File: src/rtl/ladowarka_programu_pkg.sv
// rtl/ladowarka_programu_pkg.sv - shared types and constants for the serial program loader
//
// Holds the loader state enum, the default frame sync byte and the address/data
// widths shared with the program RAM and the program counter.

package ladowarka_programu_pkg;

  localparam int ADDR_W = 8;
  localparam int DATA_W = 8;

  localparam logic [DATA_W-1:0] SYNC_DOMYSLNY = 8'hA5;

  typedef enum logic [2:0] {
    BEZCZYNNY,
    ADRES,
    LICZBA,
    OPKOD,
    OPERAND,
    ZAPIS,
    SUMA
  } stan_t;

endpackage

File: src/rtl/ladowarka_programu_licznik_czasu.sv
// rtl/ladowarka_programu_licznik_czasu.sv - reloadable inactivity down-counter with terminal pulse
//
// Ports:
//   clk        - clock, rising edge
//   rst        - asynchronous active-low reset
//   przeladuj  - reload to TIMEOUT (has priority over counting and suppresses koniec)
//   aktywny    - count down this cycle
//   koniec     - high in the TIMEOUT-th consecutive active cycle without a reload;
//                the owner acts on it at the closing edge of that cycle

module licznik_czasu #(
  parameter int TIMEOUT = 1000
) (
  input  logic clk,
  input  logic rst,
  input  logic przeladuj,
  input  logic aktywny,
  output logic koniec
);

  localparam int W = $clog2(TIMEOUT + 1);
  localparam logic [W-1:0] START = W'(TIMEOUT);

  logic [W-1:0] licznik;

  always_ff @(posedge clk or negedge rst) begin
    if (!rst) begin
      licznik <= START;
    end else if (przeladuj) begin
      licznik <= START;
    end else if (aktywny && licznik != '0) begin
      licznik <= licznik - 1'b1;
    end
  end

  // A reload in the same cycle means a byte arrived in time, so it wins.
  assign koniec = aktywny && !przeladuj && (licznik == W'(1));

endmodule

File: src/rtl/ladowarka_programu.sv
// rtl/ladowarka_programu.sv - framed serial loader writing opcode/operand pairs into program RAM
//
// Frame: SYNC, start address, pair count, {opcode, operand} x count, XOR checksum
// of every byte after SYNC. The processor is held in reset while a frame is in
// flight and released only after a frame with a correct checksum.
//
// Ports:
//   clk, rst       - clock (rising edge), asynchronous active-low reset
//   bajt_in        - incoming byte
//   bajt_valid     - bajt_in valid
//   bajt_ready     - loader accepts a byte (low only during the write cycle)
//   wr_en          - one-cycle program RAM write strobe
//   wr_addr        - program address (address counter)
//   wr_dane        - opcode field
//   wr_wartosc     - operand field
//   cpu_wstrzymaj  - holds the processor while high
//   gotowe         - one-cycle pulse on a frame with a correct checksum
//   blad           - sticky error: checksum mismatch or timeout, cleared by next SYNC

module ladowarka_programu
  import ladowarka_programu_pkg::*;
#(
  parameter int                TIMEOUT = 1000,
  parameter logic [DATA_W-1:0] SYNC    = SYNC_DOMYSLNY
) (
  input  logic              clk,
  input  logic              rst,
  input  logic [DATA_W-1:0] bajt_in,
  input  logic              bajt_valid,
  output logic              bajt_ready,
  output logic              wr_en,
  output logic [ADDR_W-1:0] wr_addr,
  output logic [DATA_W-1:0] wr_dane,
  output logic [DATA_W-1:0] wr_wartosc,
  output logic              cpu_wstrzymaj,
  output logic              gotowe,
  output logic              blad
);

  stan_t             stan, stan_nast;
  logic              akcept;
  logic              koniec;
  logic              czas_stoi;
  logic [ADDR_W-1:0] adres;
  logic [DATA_W-1:0] licz_par;
  logic [DATA_W-1:0] suma;

  assign akcept  = bajt_valid && bajt_ready;
  assign wr_addr = adres;

  // The inactivity timer only runs inside a frame, and not in the write cycle
  // where the loader itself refuses bytes.
  assign czas_stoi = (stan == BEZCZYNNY) || (stan == ZAPIS);

  licznik_czasu #(.TIMEOUT(TIMEOUT)) u_licznik_czasu (
    .clk       (clk),
    .rst       (rst),
    .przeladuj (akcept || czas_stoi),
    .aktywny   (!czas_stoi),
    .koniec    (koniec)
  );

  always_ff @(posedge clk or negedge rst) begin
    if (!rst) begin
      stan <= BEZCZYNNY;
    end else begin
      stan <= stan_nast;
    end
  end

  always_comb begin
    stan_nast = stan;
    case (stan)
      BEZCZYNNY: if (akcept && bajt_in == SYNC) stan_nast = ADRES;
      ADRES:     if (akcept) stan_nast = LICZBA;
      LICZBA:    if (akcept) stan_nast = (bajt_in == '0) ? SUMA : OPKOD;
      OPKOD:     if (akcept) stan_nast = OPERAND;
      OPERAND:   if (akcept) stan_nast = ZAPIS;
      // licz_par still holds the pre-decrement value here
      ZAPIS:     stan_nast = (licz_par == DATA_W'(1)) ? SUMA : OPKOD;
      SUMA:      if (akcept) stan_nast = BEZCZYNNY;
      default:   stan_nast = BEZCZYNNY;
    endcase
    if (koniec) begin
      stan_nast = BEZCZYNNY;
    end
  end

  always_comb begin
    wr_en      = (stan == ZAPIS);
    bajt_ready = (stan != ZAPIS);
  end

  always_ff @(posedge clk or negedge rst) begin
    if (!rst) begin
      adres         <= '0;
      licz_par      <= '0;
      suma          <= '0;
      wr_dane       <= '0;
      wr_wartosc    <= '0;
      cpu_wstrzymaj <= 1'b0;
      gotowe        <= 1'b0;
      blad          <= 1'b0;
    end else begin
      gotowe <= 1'b0;
      case (stan)
        BEZCZYNNY: begin
          if (akcept && bajt_in == SYNC) begin
            cpu_wstrzymaj <= 1'b1;
            blad          <= 1'b0;
            suma          <= '0;
          end
        end
        ADRES: begin
          if (akcept) begin
            adres <= bajt_in;
            suma  <= suma ^ bajt_in;
          end
        end
        LICZBA: begin
          if (akcept) begin
            licz_par <= bajt_in;
            suma     <= suma ^ bajt_in;
          end
        end
        OPKOD: begin
          if (akcept) begin
            wr_dane <= bajt_in;
            suma    <= suma ^ bajt_in;
          end
        end
        OPERAND: begin
          if (akcept) begin
            wr_wartosc <= bajt_in;
            suma       <= suma ^ bajt_in;
          end
        end
        ZAPIS: begin
          adres    <= adres + 1'b1;
          licz_par <= licz_par - 1'b1;
        end
        SUMA: begin
          if (akcept) begin
            if (bajt_in == suma) begin
              gotowe        <= 1'b1;
              cpu_wstrzymaj <= 1'b0;
            end else begin
              blad <= 1'b1;
            end
          end
        end
        default: ;
      endcase
      // Timeout leaves the processor held; pairs already written stay in RAM.
      if (koniec) begin
        blad <= 1'b1;
      end
    end
  end

endmodule
File: config.mk
export PLATFORM = sky130hd
export DESIGN_NAME = ladowarka_programu
export DESIGN_NICKNAME = d
export VERILOG_FILES = /design/src/rtl/ladowarka_programu_pkg.sv /design/src/rtl/ladowarka_programu_licznik_czasu.sv /design/src/rtl/ladowarka_programu.sv
export SDC_FILE = /design/constraint.sdc
export NUM_CORES = 1
export LEC_CHECK = 0
export CAP_MARGIN = 20
export CORE_MARGIN = 5
export CORE_UTILIZATION = 30
export DETAILED_ROUTE_END_ITERATION = 16
export HOLD_SLACK_MARGIN = 0.15
export PLACE_DENSITY = 0.56
export SYNTH_ARGS = -nofsm -noshare
export SYNTH_HDL_FRONTEND = slang
export SYNTH_SLANG_ARGS = --single-unit
export TNS_END_PERCENT = 10
File: constraint.sdc
create_clock -name clk -period 4.4 [get_ports clk]
set_input_delay 0.88 -clock clk [delete_from_list [all_inputs] [get_ports clk]]
set_output_delay 0.88 -clock clk [all_outputs]
set_load 0.05 [all_outputs]
==> flow_summary_export.csv <==
group,metric,value,unit
outcome,outcome,"finished clean",
power_and_ir_drop,powerDensity,720,nW/um^2
cells_and_area,drive_above_1_share,0.123,
grt,met3_usage,0.0272,
cells_and_area,syn_to_final_growth,18.2,%
detailed_routing,drc,0,
cells_and_area,fillCellCount,1036,
sta,whs,0.493,ns
detailed_routing,drtAntennaViolNets,0,
cts,clock-root-buffer,"clkbuf_8",
place,port_buffers,39,
floorplan,io_pins,40,
setup_path,cp.depth,4,
sta,slew_headroom,0.516,
place,placed_area,3590,sq um
grt,grtUsageTotal,0.123,
logic_synthesis,syn_nets,338,
cts,holdBufCountCts,0,
setup_path,r2r_slack,2.30,ns
sta,setup_viol,0,
setup_path,required,3.52,ns
detailed_routing,wl,7610,um
setup_path,r2r_end,"stan[2]$_DFFE_PN0P_",
cts,cts_buffers,5,
setup_path,critPathLaunchType,"flip-flop",
detailed_routing,routedWlPerCell,15.7,um
flow_run,drv_cap,0,
setup_path,setup.worst_path.end,"wr_en",
logic_synthesis,synth.avg_cell_area,9.68,sq um
power_and_ir_drop,ir_worst_vdd,348,uV
logic_synthesis,yosys-top-cells-count,"50 x dfrtp_1, 24 x nor2_1, 22 x nand2_1, 17 x a21oi_1, 17 x o21ai_0",
sta,fmax,0.287,GHz
detailed_routing,first_pass_iters,4,
setup_path,crit_path_top_delay_cell,"clkdlybuf4s50_1",
floorplan,die_w,112,um
place,dpl.cell_count,477,
logic_synthesis,synthTopCellsByArea,"dfrtp_1 40%, mux2_2 5.8%, dfstp_2 5.1%",
logic_synthesis,synth-edff-count,0,
detailed_routing,vias,2526,
setup_path,rr_worst_depth,4,
setup_path,crit_family,"buffers and inverters",
sta,clock_skew,0.0132,ns
logic_synthesis,synthCells,321,
setup_path,worst-path-buf-inv,3,
grt,grt_max_degree,34,
grt,top_usage_layer,"met2",
cells_and_area,antenna_cells,0,
sta,drv_slew,0,
place,place_hpwl,5370,um
setup_path,path_class,"flip-flop to primary output",
grt,antenna_found_initial,0,
sta,setup_tns,0,ns
setup_path,critical_path.cell_chain,"nand3b_1 -> buf_4 -> inv_1 -> clkdlybuf4s50_1",
logic_synthesis,synth_seq_area_share,0.453,
sta,post-route-period-util,0.791,
cts,clock_path_buffers,2,
detailed_routing,first_iter_violations,170,
setup_path,crit_arrival,2.60,ns
floorplan,die_h,112,um
logic_synthesis,syn_area,3110,sq um
grt,overflow,0,
logic_synthesis,synth_adder_area_share,0.0242,
setup_path,slowest_delay,0.89,ns
setup_path,rr_startpoint,"stan[1]$_DFFE_PN0P_",
cts,cts_tree,"built",
cts,cts.sink_count,56,
floorplan,row_count,37,
floorplan,die_area,12500,sq um
cts,cts_resized,0,
cells_and_area,num-nets-final,365,
power_and_ir_drop,p_leak,0.00146,uW
grt,grtUsageMet1,0.170,
cells_and_area,multi_input_area,1560,sq um
place,place_congestion,0.775,
floorplan,floorplan.initialDensity,0.304,
logic_synthesis,synthFlopType,"dfrtp_1",
sta,min_period,3.48,ns
grt,grt_pass1_wl,12800,um
grt,first_global_vias,2485,
logic_synthesis,synth-simple-area-share,0.196,
cells_and_area,seqCellArea,1410,sq um
cts,clkTransAtPathRegs,0.10,ns
logic_synthesis,synth_top_area_frac,0.403,
sta,rsz0062_at_grt,"no",
logic_synthesis,synth_top_family_by_area,"simple AND/OR/NAND/NOR gates",
logic_synthesis,ys_async_sr_fraction,1.00,
setup_path,path_max_fanout,17,
logic_synthesis,synthDistinctLibCells,56,
sta,final_hold_viol_count,0,
floorplan,coreArea,10200,sq um
sta,worst_pin_slew,0.722,ns
setup_path,crit_start,"stan[1]$_DFFE_PN0P_",
hold_path,min_path_type,"flip-flop to flip-flop",
logic_synthesis,synth_top_cell_by_area,"dfrtp_1",
logic_synthesis,yosysWarnings,0,
logic_synthesis,synth-compound-area-share,0.177,
cells_and_area,fin_cells,485,
cts,cts_setup_buffers,0,
setup_path,end_kind,"primary output",
detailed_routing,vias_per_cell,5.21,
logic_synthesis,synthXorXnorAreaFrac,0.0423,
logic_synthesis,ys_ff_latch,56,
cts,htree_levels,2,
grt,grt_use_met2,0.197,
logic_synthesis,synth_mux_area_frac,0.0612,
cts,worstSkewPairLatency,0.32,ns
cells_and_area,design_area,3670,sq um
logic_synthesis,synth.most_common_cell,"dfrtp_1",
## metrics by stage
step,util,total power [uW],setup WS [ns]
CTS,0.359,2670,0.924
global route,0.359,2840,0.770
detailed placement,0.351,2370,1.28
global placement,0.351,2360,1.32
floorplan,-,1950,2.11
finish,0.359,2640,0.920
## area by class of cell
type	count	share of cell area
Multi-Input combinational cell	230	0.424
Clock inverter	2	0.00375
Inverter	14	0.0143
Tap cell	136	0.0463
Timing Repair Buffer	41	0.109
Sequential cell	56	0.383
Clock buffer	6	0.0197
## worst min path at each step
stage | end | start | slack, ns | depth (start not counted)
after floorplan | suma[0]$_DFFE_PN0P_ | suma[0]$_DFFE_PN0P_ | 0.48 | 1
after global placement | wr_dane[0]$_DFFE_PN0P_ | wr_dane[0]$_DFFE_PN0P_ | 0.47 | 2
after detailed placement | wr_dane[0]$_DFFE_PN0P_ | wr_dane[0]$_DFFE_PN0P_ | 0.47 | 2
after CTS | wr_dane[0]$_DFFE_PN0P_ | wr_dane[0]$_DFFE_PN0P_ | 0.50 | 2
after global routing | suma[0]$_DFFE_PN0P_ | suma[0]$_DFFE_PN0P_ | 0.53 | 1
final | wr_dane[0]$_DFFE_PN0P_ | wr_dane[0]$_DFFE_PN0P_ | 0.49 | 2
## worst min-delay path: cells and delay by family, from the launching register on
family	cells	cell delay [ns]
and+or+nand+nor	1	0.05
AOI/OAI and AO/OA	1	0.06
DFF	1	0.36
## placed cells by master (no fill, tap or decap), types with 6 or more instances in the layout
cell type and n:
o31ai_1 9, mux2_2 16, nand3_1 10, nor2_1 24, clkdlybuf4s50_1 38, nand2b_1 10
dfrtp_1 50, or3_1 10, o21ai_0 17, ha_1 6, a21oi_1 17, nor3_1 10
inv_1 14, nor4_1 7, dfstp_2 6, xor2_1 10, nand2_1 22
## power breakdown
| group | internal [uW] | switching, uW | total (uW) |
|---|---|---|---|
| clock | 114 | 175 | 289 |
| combinational | 532 | 870 | 1400 |
| sequential | 728 | 226 | 954 |
| total | 1370 | 1270 | 2640 |
## kinds of logic (layout without fill, tap and decap cells)
family / count (synthesis) / count (layout)
AND/OR/NAND/NOR: 111 / 111
AO/OA/AOI/OAI: 81 / 81
flip-flops: 56 / 56
buffers and inverters: 35 / 63
multiplexers: 17 / 17
XOR/XNOR: 15 / 15
adder cells (fa/ha/maj): 6 / 6
## registers in the layout (all words and copies together), names as in the netlist
signal                   count
suma                         8
wr_dane                      8
licz_par                     8
stan                         3
cpu_wstrzymaj                1
gotowe                       1
wr_wartosc                   8
u_licznik_czasu.licznik     10
wr_addr                      8
blad                         1
## routing by layer
layer	part of all wire	vias to the layer above
li1	-	1219
met1	0.49	1255
met2	0.47	46
met3	0.039	6
met4	0.0071	0
met5	0	-
Note: power is estimated with default switching activity, not from simulation.
